--- src/rtl/control_unit.sv ---
// Multicycle control FSM for the MIPS-subset CPU: sequences every datapath load-enable and mux-select.
// Define CU_EXCEPTION_EN to add the EXC state (bad opcode/funct and add/sub/addi overflow trap).
module control_unit #(
  parameter int SP_INIT = 227
) (
  input  logic       clk,
  input  logic       reset,
  input  logic [5:0] OPCODE,
  input  logic [5:0] FUNCT,
  input  logic       zero,
  input  logic       overflow,
  output logic       PC_write,
  output logic [1:0] PCSource,
  output logic [2:0] IorD,
  output logic       MEM_wr,
  output logic       MEMRead,
  output logic       IRWrite,
  output logic       MDR_load,
  output logic       A_load,
  output logic       B_load,
  output logic       ALUOut_load,
  output logic       EPC_load,
  output logic       RegWrite,
  output logic [1:0] RegDst,
  output logic [2:0] MenToReg,
  output logic [1:0] ALUSourceA,
  output logic [2:0] ALUSourceB,
  output logic [2:0] ALUOp,
  output logic [1:0] exc_cause,
  output logic [4:0] state
);

  localparam logic [5:0] OP_R = 6'h00, OP_ADDI = 6'h08, OP_LW = 6'h23;
  localparam logic [5:0] OP_SW = 6'h2B, OP_BEQ = 6'h04, OP_J = 6'h02;
  localparam logic [5:0] F_ADD = 6'h20, F_SUB = 6'h22, F_AND = 6'h24;
  localparam logic [2:0] ALU_ADD = 3'b001, ALU_SUB = 3'b010, ALU_AND = 3'b011;

  localparam logic [4:0] S_RESET = 5'd0, S_FETCH = 5'd1, S_WAIT = 5'd2, S_IR_LD = 5'd3;
  localparam logic [4:0] S_DECODE = 5'd4, S_EXEC_R = 5'd5, S_WB_R = 5'd6, S_EXEC_I = 5'd7;
  localparam logic [4:0] S_WB_I = 5'd8, S_ADDR = 5'd9, S_MEM_RD = 5'd10, S_MEM_WAIT = 5'd11;
  localparam logic [4:0] S_MDR_LD = 5'd12, S_WB_LW = 5'd13, S_MEM_WR = 5'd14, S_BRANCH = 5'd15;
  localparam logic [4:0] S_JUMP = 5'd16;
`ifdef CU_EXCEPTION_EN
  localparam logic [4:0] S_EXC = 5'd17;
  logic [1:0] cause_d, cause_q;
`endif

  logic [4:0] state_d, state_q;
  logic       funct_ok;

  assign funct_ok = (FUNCT == F_ADD) || (FUNCT == F_SUB) || (FUNCT == F_AND);

  always_comb begin
    state_d = state_q;
`ifdef CU_EXCEPTION_EN
    cause_d = cause_q;
`endif
    case (state_q)
      S_RESET:  state_d = S_FETCH;
      S_FETCH:  state_d = S_WAIT;
      S_WAIT:   state_d = S_IR_LD;
      S_IR_LD:  state_d = S_DECODE;
      S_DECODE: begin
`ifdef CU_EXCEPTION_EN
        state_d = S_EXC;
        cause_d = 2'd1;
`else
        state_d = S_FETCH;
`endif
        case (OPCODE)
          OP_R:        if (funct_ok) state_d = S_EXEC_R;
          OP_ADDI:     state_d = S_EXEC_I;
          OP_LW, OP_SW: state_d = S_ADDR;
          OP_BEQ:      state_d = S_BRANCH;
          OP_J:        state_d = S_JUMP;
          default:     ;
        endcase
      end
      S_EXEC_R: begin
        state_d = S_WB_R;
`ifdef CU_EXCEPTION_EN
        // AND cannot overflow, so the flag is meaningless there
        if (overflow && FUNCT != F_AND) begin
          state_d = S_EXC;
          cause_d = 2'd2;
        end
`endif
      end
      S_EXEC_I: begin
        state_d = S_WB_I;
`ifdef CU_EXCEPTION_EN
        if (overflow) begin
          state_d = S_EXC;
          cause_d = 2'd2;
        end
`endif
      end
      S_ADDR:     state_d = (OPCODE == OP_SW) ? S_MEM_WR : S_MEM_RD;
      S_MEM_RD:   state_d = S_MEM_WAIT;
      S_MEM_WAIT: state_d = S_MDR_LD;
      S_MDR_LD:   state_d = S_WB_LW;
      S_WB_R, S_WB_I, S_WB_LW, S_MEM_WR, S_BRANCH, S_JUMP: state_d = S_FETCH;
`ifdef CU_EXCEPTION_EN
      S_EXC:      state_d = S_FETCH;
`endif
      default:    state_d = S_RESET;
    endcase
  end

  always_ff @(posedge clk) begin
    if (reset) state_q <= S_RESET;
    else       state_q <= state_d;
  end

`ifdef CU_EXCEPTION_EN
  always_ff @(posedge clk) begin
    if (reset) cause_q <= 2'd0;
    else       cause_q <= cause_d;
  end
`endif

  always_comb begin
    PC_write = 1'b0; PCSource = 2'd0; IorD = 3'd0; MEM_wr = 1'b0; MEMRead = 1'b0;
    IRWrite = 1'b0; MDR_load = 1'b0; A_load = 1'b0; B_load = 1'b0; ALUOut_load = 1'b0;
    EPC_load = 1'b0; RegWrite = 1'b0; RegDst = 2'd0; MenToReg = 3'd0;
    ALUSourceA = 2'd0; ALUSourceB = 3'd0; ALUOp = 3'd0; exc_cause = 2'd0;
    state = reset ? 5'd0 : state_q;
    // reset masks every enable, including the one the aborted state would assert
    if (!reset) begin
      case (state_q)
        S_RESET: begin RegWrite = 1'b1; RegDst = 2'd2; MenToReg = 3'd3; end
        S_FETCH: begin
          MEMRead = 1'b1; ALUSourceB = 3'd1; ALUOp = ALU_ADD; PC_write = 1'b1;
        end
        S_WAIT:   MEMRead = 1'b1;
        S_IR_LD:  IRWrite = 1'b1;
        S_DECODE: begin
          A_load = 1'b1; B_load = 1'b1; ALUSourceB = 3'd3; ALUOp = ALU_ADD; ALUOut_load = 1'b1;
        end
        S_EXEC_R: begin
          ALUSourceA = 2'd1; ALUOut_load = 1'b1;
          ALUOp = (FUNCT == F_SUB) ? ALU_SUB : (FUNCT == F_AND) ? ALU_AND : ALU_ADD;
        end
        S_WB_R:   begin RegDst = 2'd1; RegWrite = 1'b1; end
        S_EXEC_I, S_ADDR: begin
          ALUSourceA = 2'd1; ALUSourceB = 3'd2; ALUOp = ALU_ADD; ALUOut_load = 1'b1;
        end
        S_WB_I:   RegWrite = 1'b1;
        S_MEM_RD, S_MEM_WAIT: begin IorD = 3'd3; MEMRead = 1'b1; end
        S_MDR_LD: MDR_load = 1'b1;
        S_WB_LW:  begin MenToReg = 3'd1; RegWrite = 1'b1; end
        S_MEM_WR: begin IorD = 3'd3; MEM_wr = 1'b1; end
        S_BRANCH: begin
          ALUSourceA = 2'd1; ALUOp = ALU_SUB; PC_write = zero; PCSource = 2'd1;
        end
        S_JUMP:   begin PC_write = 1'b1; PCSource = 2'd2; end
`ifdef CU_EXCEPTION_EN
        S_EXC: begin
          ALUSourceB = 3'd1; ALUOp = ALU_SUB; EPC_load = 1'b1;
          PC_write = 1'b1; PCSource = 2'd3; exc_cause = cause_q;
        end
`endif
        default: ;
      endcase
    end
  end

endmodule
--- config.mk ---
export PLATFORM = sky130hd
export DESIGN_NAME = control_unit
export DESIGN_NICKNAME = d
export VERILOG_FILES = /design/src/rtl/control_unit.sv
export SDC_FILE = /design/constraint.sdc
export NUM_CORES = 1
export LEC_CHECK = 0
export CAP_MARGIN = 20
export CELL_PAD_IN_SITES_DETAIL_PLACEMENT = 0
export CELL_PAD_IN_SITES_GLOBAL_PLACEMENT = 1
export CORE_MARGIN = 8
export CORE_UTILIZATION = 21
export DETAILED_ROUTE_END_ITERATION = 10
export PLACE_DENSITY_LB_ADDON = 0.1
export SLEW_MARGIN = 20
export SYNTH_ARGS = -nofsm -noshare
export SYNTH_HDL_FRONTEND = slang
export SYNTH_SLANG_ARGS = --single-unit
--- constraint.sdc ---
create_clock -name clk -period 1.9 [get_ports clk]
set_input_delay 0.57 -clock clk [delete_from_list [all_inputs] [get_ports clk]]
set_output_delay 0.57 -clock clk [all_outputs]
set_load 0.005 [all_outputs]
==> metrics.txt <==
Pwr Density about 360 nW/um^2; Synth Register Bits 5; Routability Congestion approximately 0.77; register area 110 sq um; Die Area around 6300 sq um; Top reg by flops state_q; Worst Clk Skew ~2.3 ps; met3 usage 0.0327; worst path bufs/invs 3; DR iter-0 viols 33; pins over their slew limit 0; critical path arrival 1570 ps; share of cells above drive strength 1 0.559; vias post-DR between 1k and 1.5k; # clock sinks 5; PortBufs about 40; multi-input combinational cell area a little over 800 sq um; Final Hold Viols 0; Synth Area in Simple Gates 0.448; Routed Antenna Nets 0; Top Family by Delay on Critical Path simple AND/OR/NAND/NOR gates; Max Freq around 470 MHz; Post-Synth XOR/XNOR Area 0.0732; Clk Latency, worst-skew pair about 220 ps; initial antenna violation count 0; Die Ht 79.1 um; clock-pin slew of the registers on the worst-case setup and hold paths 30 ps; CP Max Fanout 2; largest family of logic cells by synthesized area simple AND/OR/NAND/NOR gates; period utilization 1.13; Post-Syn Area per Cell ~6.4 sq um; Critical Path Max Stage Delay ~270 ps; Worst Path Required ~1300 ps; most frequent cells in the layout buf_4, buf_2, buf_6; grt met1 use 0.132; max FFs per register 5; Gate Count Post-Synth around 130; Hold Crit Class register to register; vias in the first global route roughly 1.2k; die width 79.1 um; final core occ 0.458; Crit Path Category input port to output port; Synth Area in Adders 0; largest net degree at the start of global routing 12; GRT busiest layer met2; Worst VDD drop between 0.6 and 0.7 mV; Leak just under 0.0008 uW; Syn Std Cell Area 837 sq um; I/O pins 51; drt drc 0; post-synthesis mux area share 0; Area growth syn-to-layout 114%; CP startpoint kind input port; Bufs on Longest Clock Path 2; gr ovfl total 0; crit path cell chain buf_6, nor4b_4, buf_4, nand4b_1, a211oi_2, nor2_1, buf_2; GRT Resource Usage Total 0.109; antenna cells 0; most common cell after layout, fill and taps aside buf_4; drt total wl ~3600 um; Core Region 3910 sq um; WL/cell around 14 um; status finished with violations; Detailed Routing Iterations Pass 1 4; row cnt 23; sequential area share after synthesis 0.120; crit path time final about 2100 ps; met2 usage 0.187; TritonCTS clock tree yes; Num CTS Buffers 3; ys flop type dfxtp_1; compound-gate portion of the synthesized area 0.197; Slowest-stage cell, CP nor4b_4; H-Tree Depth 1; # nets final between 200 and 250; post-synthesis cell type count 39; Root Driver clkbuf_8; Post-synth EDFFs 0; RSZ-0062 raised after global routing yes; Crit. End Element output port; Post-synth ARST share 0; Yosys warning total 0; DP Wirelength 2730 um; failing checks negative setup slack; fillers roughly 430; first-pass GRT wire length ~5600 um; hold_ws 790 ps; Starting Density 0.214; Setup violations, final 11; max cap viols 0; DR vias/cell 4.54; Regs by FF count state_q (5); worst setup margin -242 ps
## routing by layer
layer / share of wire / vias up / wire [um]
met5: 0 / - / 0
met2: 0.50 / 32 / 1790
met3: 0.053 / 4 / 190
li1: - / 605 / -
met4: 0.0081 / 0 / 29
met1: 0.44 / 552 / 1570
## synth_stat cells (3+ instances only)
master     n  area share
nor2_1    17       0.076
a21oi_1   11       0.066
buf_4     10       0.090
nor3_1    10       0.060
nand2_1    9       0.040
nor2b_1    7       0.052
clkbuf_1   6       0.027
dfxtp_1    5        0.12
nand3_1    5       0.030
o21ai_0    5       0.030
nor4_1     4       0.030
xnor2_1    4       0.042
a211oi_1   3       0.027
buf_2      3       0.018
nand2b_1   3       0.022
xor2_1     3       0.031
## where the power goes
part	internal, uW	switching (uW)	total, uW
logic	186	148	334
registers	110	6.02	116
clock network	144	49.5	193
total	440	203	643
## area by class of cell
cell class / instances / area share
inverter: 1 / 0.00209
sequential: 5 / 0.0614
tap: 50 / 0.0349
timing repair buffer: 91 / 0.421
clock buffer: 4 / 0.0251
multi-input combinational: 112 / 0.456
## logic make-up (layout without fill, tap and decap cells)
family                 Yosys count  after routing
AND/OR/NAND/NOR                 70             71
AO/OA/AOI/OAI                   26             26
buffers and inverters           22             96
XOR/XNOR                         7              7
flip-flops                       5              5
other                            1              8
## worst min-delay path: stages (launching register included)
cell and delay, ps:
dfxtp_4 360, nor2b_4 150, nand2_2 100, buf_4 100, nor3_1 30
## per-stage QoR
stage                     instance area, sq um  cells  setup TNS (ps)  power, uW  setup slack [ps]
after floorplan                            883    138            -264        248             -88.5
after global placement                    1480    242          -20580        385              -914
after detailed placement                  1480    242          -20750        386              -952
after CTS                                 1690    260            -879        623              -237
after global routing                      1790    263           -1510        693              -312
final                                     1790    263            -739        643              -242
## final timing paths
check	cells after the start	startpoint	slack (ps)	endpoint
worst max-delay path	7	FUNCT[4]	-240	ALUOp[0]
worst min-delay path	4	state_q[2]	790	state_q[4]
worst max register to register	7	state_q[0]	210	state_q[3]
worst min register to register	4	state_q[2]	790	state_q[4]
## what timing repair did
action,4_1_cts,5_1_grt
setup endpoints to repair,27,21
buffers inserted,13,3
pin swaps,20,10
cloned,1,0
gates resized for setup,167,23
hold buffers,0,0
No activity file was read; power rests on OpenSTA's default activity.
